[config.mk]
export PLATFORM = sky130hd
export DESIGN_NAME = fc_act_writer
export DESIGN_NICKNAME = d
export VERILOG_FILES = /design/src/rtl/fc_pkg.sv /design/src/rtl/fc_act_fifo.sv /design/src/rtl/fc_act_writer.sv
export SDC_FILE = /design/constraint.sdc
export NUM_CORES = 1
export LEC_CHECK = 0
export BUFFER_PORTS_ARGS = -buffer_cell sky130_fd_sc_hd__buf_2
export CAP_MARGIN = 5
export CORE_ASPECT_RATIO = 1.5
export CORE_UTILIZATION = 53
export DETAILED_ROUTE_END_ITERATION = 8
export HOLD_SLACK_MARGIN = 0.15
export PLACE_DENSITY = 0.8
export RECOVER_POWER = 25
export SETUP_SLACK_MARGIN = 0.3
export SLEW_MARGIN = 10
export SYNTH_ARGS = -nofsm -noshare
export SYNTH_HDL_FRONTEND = slang
export SYNTH_SLANG_ARGS = --single-unit
export TNS_END_PERCENT = 100
[constraint.sdc]
create_clock -name clk -period 2.2 [get_ports clk]
set_input_delay 0.11 -clock clk [delete_from_list [all_inputs] [get_ports clk]]
set_output_delay 0.11 -clock clk [all_outputs]
set_load 0.01 [all_outputs]
[src/rtl/fc_pkg.sv]
// Shared types for the FC activation writer: layer FSM states and the stall-FIFO entry.
package fc_pkg;

    localparam int DATA_W     = 8;
    localparam int ADDR_W     = 7;
    localparam int FIFO_DEPTH = 4;

    typedef enum logic [1:0] {
        IDLE,
        RUN,
        DRAIN,
        DONE
    } fc_state_e;

    typedef struct packed {
        logic        [ADDR_W-1:0] addr;
        logic signed [DATA_W-1:0] data;
    } fc_wr_t;

endpackage

[src/rtl/fc_act_fifo.sv]
// Small synchronous FIFO of pending ifmap writes; push while full is ignored unless a pop
// happens in the same cycle. Head entry is visible combinationally on pop_dat_o.
module fc_act_fifo
    import fc_pkg::*;
#(
    parameter int DEPTH = FIFO_DEPTH
) (
    input  logic                     clk,
    input  logic                     rst,
    input  logic                     push_i,
    input  fc_wr_t                   push_dat_i,
    input  logic                     pop_i,
    output fc_wr_t                   pop_dat_o,
    output logic                     full_o,
    output logic                     empty_o,
    output logic [$clog2(DEPTH):0]   count_o
);

    localparam int PW = $clog2(DEPTH);

    fc_wr_t          mem_q [DEPTH];
    logic [PW-1:0]   wr_ptr_q;
    logic [PW-1:0]   rd_ptr_q;
    logic [PW:0]     cnt_q;
    logic            wr_en;
    logic            rd_en;

    assign full_o    = (cnt_q == (PW+1)'(DEPTH));
    assign empty_o   = (cnt_q == '0);
    assign count_o   = cnt_q;
    assign pop_dat_o = mem_q[rd_ptr_q];

    // A full FIFO can still accept a push when the head leaves in the same cycle.
    assign wr_en = push_i && (!full_o || pop_i);
    assign rd_en = pop_i && !empty_o;

    always_ff @(posedge clk or posedge rst) begin
        if (rst) begin
            wr_ptr_q <= '0;
            rd_ptr_q <= '0;
            cnt_q    <= '0;
        end else begin
            if (wr_en) begin
                wr_ptr_q <= wr_ptr_q + PW'(1);
            end
            if (rd_en) begin
                rd_ptr_q <= rd_ptr_q + PW'(1);
            end
            cnt_q <= cnt_q + (PW+1)'(wr_en) - (PW+1)'(rd_en);
        end
    end

    always_ff @(posedge clk) begin
        if (wr_en) begin
            mem_q[wr_ptr_q] <= push_dat_i;
        end
    end

endmodule

[src/rtl/fc_act_writer.sv]
// Writes FC output nodes (optional ReLU) into the next layer's ifmap buffer at address N-1-k,
// queueing through a small FIFO while the buffer is busy; pulses done after the final write.
module fc_act_writer #(
    parameter int DATA_W     = 8,
    parameter int ADDR_W     = 7,
    parameter int FIFO_DEPTH = 4
) (
    input  logic                     clk,
    input  logic                     rst,
    input  logic                     start_i,
    input  logic        [ADDR_W-1:0] out_node_num_i,
    input  logic                     relu_en_i,
    input  logic signed [DATA_W-1:0] psum_i,
    input  logic                     valid_i,
    input  logic                     last_i,
    input  logic                     dst_busy_i,
    output logic                     ifmap_wren_o,
    output logic        [ADDR_W-1:0] ifmap_wrptr_o,
    output logic signed [DATA_W-1:0] ifmap_wdata_o,
    output logic                     busy_o,
    output logic                     done_o,
    output logic                     err_o
);

    import fc_pkg::*;

    localparam int CNT_W = $clog2(FIFO_DEPTH) + 1;

    fc_state_e               state_q, state_d;
    logic       [ADDR_W-1:0] n_q, n_d;
    logic       [ADDR_W-1:0] k_q, k_d;
    logic                    relu_q, relu_d;
    logic                    err_q, err_d;
    logic                    busy_q, done_q, wren_q;
    logic       [ADDR_W-1:0] wrptr_q;
    logic signed [DATA_W-1:0] wdata_q;

    fc_wr_t                  beat;
    fc_wr_t                  fifo_head;
    logic                    fifo_full, fifo_empty;
    logic       [CNT_W-1:0]  fifo_cnt;
    logic                    beat_vld, is_final, bypass, overflow;
    logic                    fifo_push, fifo_pop;

    always_comb begin
        beat_vld  = valid_i && (state_q == RUN);
        is_final  = (k_q == n_q - ADDR_W'(1));
        beat.addr = n_q - ADDR_W'(1) - k_q;
        beat.data = (relu_q && psum_i[DATA_W-1]) ? '0 : psum_i;
        // Queued entries always drain before a new beat may take the output register.
        fifo_pop  = !fifo_empty && !dst_busy_i;
        bypass    = beat_vld && fifo_empty && !dst_busy_i;
        overflow  = beat_vld && !bypass && fifo_full && !fifo_pop;
        fifo_push = beat_vld && !bypass && !overflow;
    end

    fc_act_fifo #(
        .DEPTH      (FIFO_DEPTH)
    ) u_fifo (
        .clk        (clk),
        .rst        (rst),
        .push_i     (fifo_push),
        .push_dat_i (beat),
        .pop_i      (fifo_pop),
        .pop_dat_o  (fifo_head),
        .full_o     (fifo_full),
        .empty_o    (fifo_empty),
        .count_o    (fifo_cnt)
    );

    always_comb begin
        state_d = state_q;
        n_d     = n_q;
        k_d     = k_q;
        relu_d  = relu_q;
        err_d   = err_q;
        case (state_q)
            IDLE: begin
                if (valid_i) begin
                    err_d = 1'b1;
                end
                if (start_i) begin
                    if (out_node_num_i != '0) begin
                        state_d = RUN;
                        n_d     = out_node_num_i;
                        relu_d  = relu_en_i;
                        k_d     = '0;
                        err_d   = 1'b0;
                    end else begin
                        err_d = 1'b1;
                    end
                end
            end
            RUN: begin
                if (start_i || overflow) begin
                    err_d = 1'b1;
                end
                if (beat_vld) begin
                    k_d = k_q + ADDR_W'(1);
                    // Early last and a missing last on node N-1 both end the layer with an error.
                    if (last_i ^ is_final) begin
                        err_d = 1'b1;
                    end
                    if (last_i || is_final) begin
                        state_d = bypass ? DONE : DRAIN;
                    end
                end
            end
            DRAIN: begin
                if (start_i || valid_i) begin
                    err_d = 1'b1;
                end
                if (fifo_empty || (fifo_pop && fifo_cnt == CNT_W'(1))) begin
                    state_d = DONE;
                end
            end
            default: begin
                if (valid_i) begin
                    err_d = 1'b1;
                end
                state_d = IDLE;
            end
        endcase
    end

    always_ff @(posedge clk or posedge rst) begin
        if (rst) begin
            state_q <= IDLE;
            n_q     <= '0;
            k_q     <= '0;
            relu_q  <= 1'b0;
            err_q   <= 1'b0;
            busy_q  <= 1'b0;
            done_q  <= 1'b0;
            wren_q  <= 1'b0;
            wrptr_q <= '0;
            wdata_q <= '0;
        end else begin
            state_q <= state_d;
            n_q     <= n_d;
            k_q     <= k_d;
            relu_q  <= relu_d;
            err_q   <= err_d;
            busy_q  <= (state_d == RUN) || (state_d == DRAIN);
            done_q  <= (state_q == DONE);
            wren_q  <= fifo_pop || bypass;
            if (fifo_pop) begin
                wrptr_q <= fifo_head.addr;
                wdata_q <= fifo_head.data;
            end else if (bypass) begin
                wrptr_q <= beat.addr;
                wdata_q <= beat.data;
            end
        end
    end

    assign ifmap_wren_o  = wren_q;
    assign ifmap_wrptr_o = wrptr_q;
    assign ifmap_wdata_o = wdata_q;
    assign busy_o        = busy_q;
    assign done_o        = done_q;
    assign err_o         = err_q;

endmodule
[Yosys cells after proc, flatten, opt, wreduce, memory -nomap -nowiden]
Memory sizes are Yosys's and may differ from the RTL's.
Cells that the tools add are included.
Storage, ports and cells
  memories kept: 1
  logic and storage cells: 92
  bits in writable memories: 60
  output and inout bits: 19
  input bits: 22
  register bits: 43
Memory list
  u_fifo.mem_q: words 4, width 15, rd ports 1, clocked after memory_dff 0, wr ports 1, line fc_act_fifo.sv:21  | fc_wr_t mem_q [DEPTH];
Cells by class
  add/subtract/negate cells: 7
  bitwise operators: 1
  equal/unequal tests: 12
  mux-type cells: 26
  reduce and logical (&&, ||, !) cells: 32
Operators by type and width (number)
  $mux W7: 5
  $mux W8: 3
  $pmux W7 S2: 1
  $logic_and A1 B1 Y1: 12
  $mux W1: 10
  $mux W2: 5
  $ne A2 B2 Y1 const B: 4
  $add A7 B1 Y7 const B: 1
  $eq A7 B7 Y1: 1
  $logic_or A1 B1 Y1: 7
  $reduce_bool A7 Y1: 1
  $sub A7 B1 Y7 const B: 1
  $sub A7 B7 Y7: 1
  $eq A2 B2 Y1 const B: 3
  $logic_not A1 Y1: 6
  $pmux W2 S3: 1
  $add A2 B1 Y2 const B: 2
  $eq A2 B1 Y1 const B: 2
  $reduce_and A4 Y1: 1
  $reduce_bool A2 Y1: 2
  $add A3 B1 Y3: 1
  $eq A3 B1 Y1 const B: 1
  $eq A3 B3 Y1 const B: 1
  $logic_not A3 Y1: 1
  5 further kinds: 5

[Longest topological paths before layout]
Gate-level depths: netlist of run 1.
  depth in word-level cells: 13
  mapped depth: 11
  mapped depth without buffers: 11

[Modules after synthesis]
A second synthesis of run 1 with hierarchy kept.
Unflattened totals
  cell total of the unflattened synthesis: 341
  area total of the unflattened synthesis: 4742.0 um2
By module, submodules not included
  fc_act_fifo: cells an instance 116, area each 2592.5 um2, times used 1, sequential area each 1976.9 um2
  fc_act_writer: cells an instance 225, area each 2149.6 um2, times used 1, sequential area each 900.9 um2

[Worst setup path after synthesis of run 1]
No wires, ideal clock.
  kind: reg-to-reg
  start point: reg n_q[0]
  end point: reg err_q, in the netlist err_o
  path buffers: 0
  cell stages (with the launch flop): 10
  arrival time: 2.202 ns
  required time: 2.066 ns
  clock period less this slack: 2.336 ns
  setup slack: -0.136 ns
  setup time: 0.134 ns
  path through: dfrtp_1 inv_1 ha_1 xor2_1 ha_1 nand2_1 or3_1 ha_1 o41ai_1 a21oi_1
Between the ends
  cells in the longest elaborated chain, start to end: 6
Ends and longest elaborated chain
  start, declared: line fc_act_writer.sv:30  | logic [ADDR_W-1:0] n_q, n_d;
  start signal, assigned: line fc_act_writer.sv:140  | n_q <= n_d;
  $sub A7 B1 Y7: line fc_act_writer.sv:47  | is_final = (k_q == n_q - ADDR_W'(1));
  $eq A7 B7 Y1: line fc_act_writer.sv:47
  $xor A1 B1 Y1: line fc_act_writer.sv:101  | if (last_i ^ is_final) begin
  $mux W1: line fc_act_writer.sv:101
  $mux W1: line fc_act_writer.sv:98  | if (beat_vld) begin
  $pmux W1 S3: line fc_act_writer.sv:77  | case (state_q)
  end signal, assigned: line fc_act_writer.sv:143  | err_q <= err_d;
  end, declared: line fc_act_writer.sv:33  | logic err_q, err_d;
Every way passes these cells.
A chain may end at the register's enable or synchronous reset.

[Final worst setup path of run 1]
  start point: reg n_q[1]
  end point: reg wrptr_q[5], in the netlist ifmap_wrptr_o[5]
Between the ends
  cells in the longest elaborated chain, start to end: 4
Ends and longest elaborated chain
  $sub A7 B1 Y7: line fc_act_writer.sv:48  | beat.addr = n_q - ADDR_W'(1) - k_q;
  $sub A7 B7 Y7: line fc_act_writer.sv:48
  $mux W7: line fc_act_writer.sv:150  | end else if (bypass) begin
  $mux W7: line fc_act_writer.sv:147  | if (fifo_pop) begin
  end signal, assigned: line fc_act_writer.sv:148  | wrptr_q <= fifo_head.addr;
  end signal, assigned: line fc_act_writer.sv:151  | wrptr_q <= beat.addr;
  end, declared: line fc_act_writer.sv:35  | logic [ADDR_W-1:0] wrptr_q;
Every way passes these cells. The select of a mux whose other input is x is not followed.

==> results.ini, run 1 <==
[outcome]
status=finished, violations left
violations=negative setup slack

[worst_setup_path]
cp.required_ns=2.43
reg2reg_depth=10
crit_type=register to register
reg2reg_to=ifmap_wrptr_o[5]$_DFFE_PP0P_
end_kind=register
slowest_stage=dfrtp_1
reg2reg_from=n_q[1]$_DFFE_PP0P_
cpPeakStageDelay_ns=0.42
cp_data_arrival_time_ns=2.56
critPathMaxFanout=4
path_cells=inv_2, ha_4, xor2_2, ha_4, buf_6, o21a_1, o31a_1, o21ai_2, nor4b_1, or3_1
startpoint_type=register
cp_common_cell=ha_4
r2r_setup_slack_ns=-0.13

[grt]
grt_max_degree=44
grt_pass1_vias=3316
grt_pass1_wl_mm=17.0
grt-ovfl-total=0
antenna_found_initial=0
grt_usage_pct=24.5

[sta]
hold_violations=0
holdWs_ns=0.161
finalCritPeriodShare_pct=106
relSlewSlack_pct=24.6
finalClockSkew_ns=0.00368
fin_tns_setup_ns=-0.962
slew_viol_final=0
rsz0062_at_grt=true
finalWorstSetupSlack_ns=-0.127
worstMarginPinSlew_ns=1.13
fmax_mhz=430
setup-violations-final=12
period_minus_slack_ns=2.33

[final_layout]
num-nets-final=469
finalCoreUtilization_pct=70.2
drive_gt1_share_pct=36.1
antenna_cells=0
synthToLayoutAreaGrowth_pct=26.9

[routing]
drc=0
vias_per_cell=5.76
via_count=3124
finalWirelength_mm=10.2
drt_iter0_drc=255
wl_per_cell_um=18.9
first_pass_iters=4
antenna_left=0

[worst_hold_path]
hold_depth=2
min_path_type=primary input to register
hold_path_end=u_fifo.mem_q[3][4]$_DFFE_PP_
hp-start=psum_i[4]

[clock_tree]
h-tree-depth=3
cts_tree=built
cts_buffer_depth=2
cts.clk_slew.worst_paths_ns=0.07
numCtsBuffers=9
cts_root_buffer=clkbuf_16
clock_latency_ns=0.35
clock_sinks=103

[die]
initial_utilization_pct=55.3
die_height_um=117
ios=41
core_um2=8520
dieArea_um2=9270
num_rows=41
die_w_um=79.0

[synth]
synth_most_common_cell=edfxtp_1
synth_flop_cell=edfxtp_1
synth_edf_count=60
ys_seq_area_share_pct=61.1
synth_area_leaders=edfxtp_1 (38%), dfrtp_1 (23%), mux4_2 (7.2%), ha_1 (4.0%), nand2_1 (2.3%)
synth_top_area_cell=edfxtp_1
syn-num-nets=379
avgSynthCellArea_um2=13.9
synthArstFlopShare_pct=41.7
synth_top_area_share_pct=38.3
netlist-cell-type-count=55
synth_common_cells=edfxtp_1 (60), dfrtp_1 (43), nand2_1 (29)
ys_ff_latch=103
synth_area_um2=4710
yosysWarnings=0
syn_inst=340

[pwr]
combPwrFrac_pct=50.7
powerDensity_nw_per_um2=1690
leakagePower_nw=2.31
power.switching_mw=3.68
vdd_drop_max_mv=1.12
power.share.sequential_pct=33.6
sw_frac_of_total_pct=36.4
totalPowerFinal_mw=10.1
p_int_mw=6.42
p_clk_share_pct=15.7

[placement]
port-buffer-count=40
pre_cts_ws_ns=-0.258
gp_congestion=0.810
hpwl_mm=6.67

[run]
cap_violations=0

[timing repair]
item	in CTS	in global routing
buffers inserted	5	5
hold endpoints to repair	56	0
setup endpoints to repair	27	63
hold buffers	12	0
resized for setup	19	19
pin swaps	19	14
[cell type report]
class	instances	area (um^2)
sequential	103	2880
fill	591	2540
multi-input combinational	203	1910
timing repair buffer	90	668
clock buffer	9	225
tap	107	134
inverter	23	88.8
clock inverter	7	71.3
[metal layers]
metal	part of all wire, %	vias up	wire [um]	GRT usage [%]
met5	0	-	0	0
met4	2.4	0	245	10.9
met3	3.0	21	304	2.87
met2	56	84	5690	42.8
met1	39	1600	3980	29.8
li1	-	1419	-	-
[worst max-delay path, delay by kind of cell (launching register included)]
kind | cells | cell delay, ns
flip-flops | 1 | 0.42
AND/OR/NAND/NOR | 2 | 0.52
buffers and inverters | 2 | 0.18
adder cells (fa/ha/maj) | 2 | 0.46
AO/OA/AOI/OAI | 3 | 0.48
XOR/XNOR | 1 | 0.15
[worst max-delay path by stage]
stage | from | end | slack, ns | cells after the start
final | n_q[1]$_DFFE_PP0P_ | ifmap_wrptr_o[5]$_DFFE_PP0P_ | -0.13 | 10
after global routing | n_q[0]$_DFFE_PP0P_ | ifmap_wrptr_o[5]$_DFFE_PP0P_ | -0.20 | 10
after CTS | n_q[0]$_DFFE_PP0P_ | ifmap_wrptr_o[6]$_DFFE_PP0P_ | -0.12 | 11
after detailed placement | n_q[0]$_DFFE_PP0P_ | err_o$_DFFE_PP0P_ | -0.26 | 9
after global placement | n_q[1]$_DFFE_PP0P_ | err_o$_DFFE_PP0P_ | -0.10 | 10
after floorplan | n_q[1]$_DFFE_PP0P_ | err_o$_DFFE_PP0P_ | -0.06 | 10
[registers in the layout (all words and copies together) (netlist names)]
| signal | cells |
|---|---|
| relu_q | 1 |
| u_fifo.wr_ptr_q | 2 |
| state_q | 2 |
| u_fifo.rd_ptr_q | 2 |
| err_o | 1 |
| u_fifo.count_o | 3 |
| n_q | 7 |
| k_q | 7 |
| ifmap_wren_o | 1 |
| u_fifo.mem_q | 60 |
| ifmap_wrptr_o | 7 |
| busy_o | 1 |
| ifmap_wdata_o | 8 |
| done_o | 1 |
[per-stage QoR]
step	cells	instance area, um^2
global placement	504	5330
floorplan	340	4810
detailed placement	504	5330
CTS	537	5880
global route	542	5980
finish	542	5980
[kinds of logic after synthesis]
logic type	count (synthesis)	share of synthesized area [%]
buffers and inverters	34	3.43
XOR/XNOR	18	3.35
multiplexers	22	8.82
adder cells (fa/ha/maj)	17	4.84
AO/OA/AOI/OAI	64	9.35
flip-flops	103	61.1
AND/OR/NAND/NOR	82	9.11
[placed cells by master (no fill, tap or decap), types with 3 or more instances in the layout]
cell type / count
and2_2: 4
nor2_4: 3
inv_1: 19
edfxtp_1: 60
clkbuf_1: 12
xnor2_1: 9
nor2_1: 12
inv_2: 3
xor2_1: 5
nand2_1: 26
nand2_2: 4
a21oi_1: 8
mux2_2: 5
nand2b_1: 3
nand3_1: 4
buf_12: 4
buf_6: 8
o21ai_0: 8
dfrtp_1: 40
o21ai_1: 12
ha_1: 9
dlygate4sd3_1: 12
a22oi_1: 8
buf_4: 25
mux4_2: 15
ha_4: 5
and2_1: 7
and3_1: 3
buf_2: 28
dfrtp_2: 3
clkbuf_16: 9
[power by group through the flow]
stage	sequential, mW	combinational (mW)	clock, mW
after global placement	3.37	3.96	0
final	3.40	5.12	1.58
after CTS	3.37	4.65	1.60
after global routing	3.47	5.58	1.67
after detailed placement	3.40	4.14	0
after floorplan	3.36	2.82	0
Power figures use the tool's default switching activity.
==> run 2, diff against run 1 <==
Settings changed: SETUP_SLACK_MARGIN 0.3 to 0.4.
==> results.ini, run 2 (synthesis results as in run 1) <==
[final_layout]
antenna_cells=0
final_area_um2=6030
synthToLayoutAreaGrowth_pct=28.0
final_cell_mix=edfxtp_1 (60), buf_4 (39), dfrtp_1 (37)
largest_reg_flops=60
drive_gt1_share_pct=38.8
largest-register=u_fifo.mem_q
num-nets-final=477
final_common_cell=edfxtp_1

[worst_setup_path]
crit_type=register to register
startpoint_type=register
cp.required_ns=2.42
cp_data_arrival_time_ns=2.62
end_kind=register
critPathMaxFanout=3

[sta]
fmax_mhz=417
finalClockSkew_ns=0.0112
worstMarginPinSlew_ns=1.13
slew_viol_final=0
fin_tns_setup_ns=-1.86
setup-violations-final=17
period_minus_slack_ns=2.40
hold_violations=0
rsz0062_at_grt=true
finalCritPeriodShare_pct=109
finalWorstSetupSlack_ns=-0.196
relSlewSlack_pct=24.6

[routing]
drt_iter0_drc=234
via_count=3167
finalWirelength_mm=10.8
drc=0
first_pass_iters=4
vias_per_cell=5.76
wl_per_cell_um=19.7
antenna_left=0

[clock_tree]
clock_sinks=103
numCtsBuffers=9
cts_root_buffer=clkbuf_16
clock_latency_ns=0.35
cts.clk_slew.worst_paths_ns=0.07
cts_tree=built
cts_buffer_depth=2
h-tree-depth=3

[pwr]
power.switching_mw=3.89
p_int_mw=6.45
vdd_drop_max_mv=0.963
powerDensity_nw_per_um2=1720
power.share.sequential_pct=32.9
combPwrFrac_pct=52.5
sw_frac_of_total_pct=37.6
leakagePower_nw=2.34
totalPowerFinal_mw=10.3
p_clk_share_pct=14.6

[placement]
port-buffer-count=40
gp_congestion=0.820
place_area_um2=5260
pre_cts_ws_ns=-0.174
hpwl_mm=6.65

[die]
initial_utilization_pct=55.3
die_w_um=79.0
die_height_um=117
ios=41
dieArea_um2=9270
num_rows=41
core_um2=8520

[worst_hold_path]
min_path_type=primary input to register

[grt]
antenna_found_initial=0
grt_pass1_vias=3363
grt_max_degree=44
grt_pass1_wl_mm=16.9
grt-ovfl-total=0
grt_usage_pct=24.3

[outcome]
violations=negative setup slack
status=finished, violations left

[run]
cap_violations=0

[run 2: cell count changes in the layout (fill, tap and decap cells not counted), sizes merged]
cell | previous run | this run
buf | 65 | 71
clkbuf | 22 | 25
bufinv | 1 | 0
clkinv | 2 | 1
clkinvlp | 2 | 3
dlygate4sd3 | 12 | 11
inv | 25 | 26
[run 2: worst max-delay path: stages, from the launching register on]
cell,delay [ns]
dfrtp_1,0.43
nor3_2,0.25
nand2_1,0.10
xnor2_1,0.13
ha_1,0.31
nand4_1,0.10
or3_4,0.36
ha_4,0.18
buf_4,0.13
o32ai_2,0.19
nand2_1,0.08
[run 2: what timing repair did]
item	in CTS	in global routing
resized for setup	22	24
endpoints found under the hold margin	52	0
endpoints found under the setup margin	93	33
buffers inserted	13	10
hold buffers	11	0
pin swaps	13	19
[run 2: final timing paths]
| check | startpoint | to | slack, ns | cells past startpoint |
|---|---|---|---|---|
| max reg2reg | n_q[1]$_DFFE_PP0P_ | state_q[0]$_DFF_PP0_ | -0.20 | 10 |
| min reg2reg | ifmap_wdata_o[4]$_DFFE_PP0P_ | ifmap_wdata_o[4]$_DFFE_PP0P_ | 0.50 | 2 |
| min in group asynchronous | rst | ifmap_wdata_o[3]$_DFFE_PP0P_ | 0.67 | 4 |
| min | psum_i[4] | u_fifo.mem_q[1][4]$_DFFE_PP_ | 0.15 | 2 |
| max in group asynchronous | rst | n_q[2]$_DFFE_PP0P_ | 0.76 | 4 |
| max | n_q[1]$_DFFE_PP0P_ | state_q[0]$_DFF_PP0_ | -0.20 | 10 |
[run 2: layer usage]
layer | up-vias | global-route usage (%) | wire length [um]
met4 | 0 | 9.09 | 256
met1 | 1595 | 29.4 | 4020
li1 | 1441 | - | -
met2 | 109 | 43.2 | 6080
met3 | 22 | 3.57 | 484
met5 | - | 0 | 0
[run 2: power by group through the flow]
stage / logic, mW / clock network, mW / registers [mW]
after floorplan: 2.84 / 0 / 3.36
after global placement: 3.91 / 0 / 3.37
after detailed placement: 4.11 / 0 / 3.40
final: 5.43 / 1.51 / 3.40
after global routing: 5.88 / 1.59 / 3.46
after CTS: 4.82 / 1.52 / 3.36
[run 2: area by class of cell]
type	instances	area [um^2]
flip-flops and latches	103	2890
fillers	562	2490
multi-input cells	203	1960
repair buffers	98	677
clock buffers	9	225
well taps	107	134
inverters	23	88.8
clock inverters	7	53.8
[run 2: metrics by stage]
stage	std cells	utilization, %	hold slack (ns)
3_5_place_dp	500	61.7	0.291
6_report	550	70.8	0.154
4_1_cts	540	68.8	0.151
3_3_place_gp	500	61.7	0.284
2_1_floorplan	340	-	0.227
5_1_grt	550	70.8	0.181
==> run 3, diff against run 2 <==
Settings changed: CORE_UTILIZATION 53 to 40, PLACE_DENSITY 0.8 to 0.64.
==> results.ini, run 3 (synthesis results as in run 1) <==
[final_layout]
drive_gt1_share_pct=35.9
regArea_um2=2880
multi_input_area_um2=1930
synthToLayoutAreaGrowth_pct=27.2
nFillCells=949
final_cell_mix=edfxtp_1 (60), dfrtp_1 (39), buf_4 (33)
antenna_cells=0
largest_reg_flops=60
num-nets-final=469
final_common_cell=edfxtp_1
largest-register=u_fifo.mem_q

[die]
initial_utilization_pct=41.1
dieArea_um2=12200
num_rows=48
ios=41
core_um2=11500
die_height_um=135
die_w_um=90.6

[sta]
period_minus_slack_ns=2.34
setup-violations-final=9
finalCritPeriodShare_pct=106
fin_tns_setup_ns=-0.842
finalWorstSetupSlack_ns=-0.142
slew_viol_final=0
rsz0062_at_grt=true
finalClockSkew_ns=0.00644
hold_violations=0
worstMarginPinSlew_ns=1.16
fmax_mhz=427
relSlewSlack_pct=22.4

[worst_setup_path]
critPathMaxFanout=4
startpoint_type=register
cp.required_ns=2.43
crit_buf_inv=2
path_cells=inv_2, ha_4, nand2_4, xnor2_2, ha_1, nand4_1, or3_4, ha_4, buf_4, o32ai_2, nand2_1
crit_type=register to register
critPathTopFamily=simple AND/OR/NAND/NOR gates
slowest_stage=dfrtp_1
cp_data_arrival_time_ns=2.57
cp_common_cell=ha_4
end_kind=register
cpPeakStageDelay_ns=0.43

[placement]
gp_congestion=0.804
port-buffer-count=40
hpwl_mm=6.78
pre_cts_ws_ns=-0.222

[routing]
met3_length_um=287
drt_iter0_drc=113
wirelength_met1_mm=4.23
antenna_left=0
finalWirelength_mm=10.1
vias_per_cell=5.17
wl_per_cell_um=17.3
first_pass_iters=4
drc=0
highest_layer=met4
met2_length_mm=5.45
via_count=3022

[pwr]
powerDensity_nw_per_um2=1660
vdd_drop_max_mv=0.839
leakagePower_nw=2.31

[clock_tree]
h-tree-depth=3
cts_tree=built
numCtsBuffers=9
clock_sinks=103
cts.clk_slew.worst_paths_ns=0.07
clock_latency_ns=0.35
cts_root_buffer=clkbuf_16
cts_buffer_depth=2

[grt]
grt_usage_pct=18.0
grt_pass1_vias=3164
grt-ovfl-total=0
antenna_found_initial=0
grt_pass1_wl_mm=16.6
grt_max_degree=44

[worst_hold_path]
min_path_type=primary input to register

[outcome]
status=finished, violations left
violations=negative setup slack

[run]
cap_violations=0

==> run 3: area by class of cell <==
type / count / share of cell area (%)
Clock buffer: 9 / 3.76
Clock inverter: 7 / 1.21
Inverter: 23 / 1.48
Multi-Input combinational cell: 203 / 32.2
Sequential cell: 103 / 48.1
Tap cell: 150 / 3.13
Timing Repair Buffer: 90 / 10.1
==> run 3: routing by layer <==
| metal | global-route usage, % | up-vias |
|---|---|---|
| li1 | - | 1426 |
| met1 | 20.9 | 1535 |
| met2 | 33.1 | 54 |
| met3 | 3.49 | 7 |
| met4 | 5.65 | 0 |
| met5 | 0 | - |
==> run 3: path summary, 6_finish.rpt <==
check,slack (ns),depth (start not counted),to,from
min in group asynchronous,0.68,4,ifmap_wdata_o[5]$_DFFE_PP0P_,rst
worst min register to register,0.49,2,ifmap_wdata_o[3]$_DFFE_PP0P_,ifmap_wdata_o[3]$_DFFE_PP0P_
worst min-delay path,0.16,2,u_fifo.mem_q[1][4]$_DFFE_PP_,psum_i[4]
worst max register to register,-0.14,11,state_q[0]$_DFF_PP0_,n_q[0]$_DFFE_PP0P_
worst max-delay path,-0.14,11,state_q[0]$_DFF_PP0_,n_q[0]$_DFFE_PP0P_
max in group asynchronous,0.73,4,state_q[0]$_DFF_PP0_,rst
==> run 3: metrics by stage <==
step	cells	power (mW)	instance area, um^2	hold slack, ns	util (%)
final	585	9.92	5990	0.158	52.2
after global routing	585	10.6	5990	0.189	52.2
after CTS	579	9.75	5910	0.161	51.5
after detailed placement	546	7.55	5330	0.301	46.5
after global placement	546	7.37	5330	0.299	46.5
after floorplan	340	6.20	4820	0.227	-
==> run 3: power by group <==
part           total (mW)  leakage [nW]  switching, mW  internal [mW]
combinational        4.93          1.10           2.49           2.44
sequential           3.38          1.06          0.368           3.01
clock                1.61         0.143          0.728          0.885
total                9.92          2.31           3.58           6.34
==> run 3: what timing repair did <==
action / CTS / global route
resized for setup: 26 / 10
pin swaps: 13 / 11
hold endpoints to repair: 56 / 0
setup buffers: 5 / 6
setup endpoints to repair: 88 / 95
hold buffers: 12 / 0
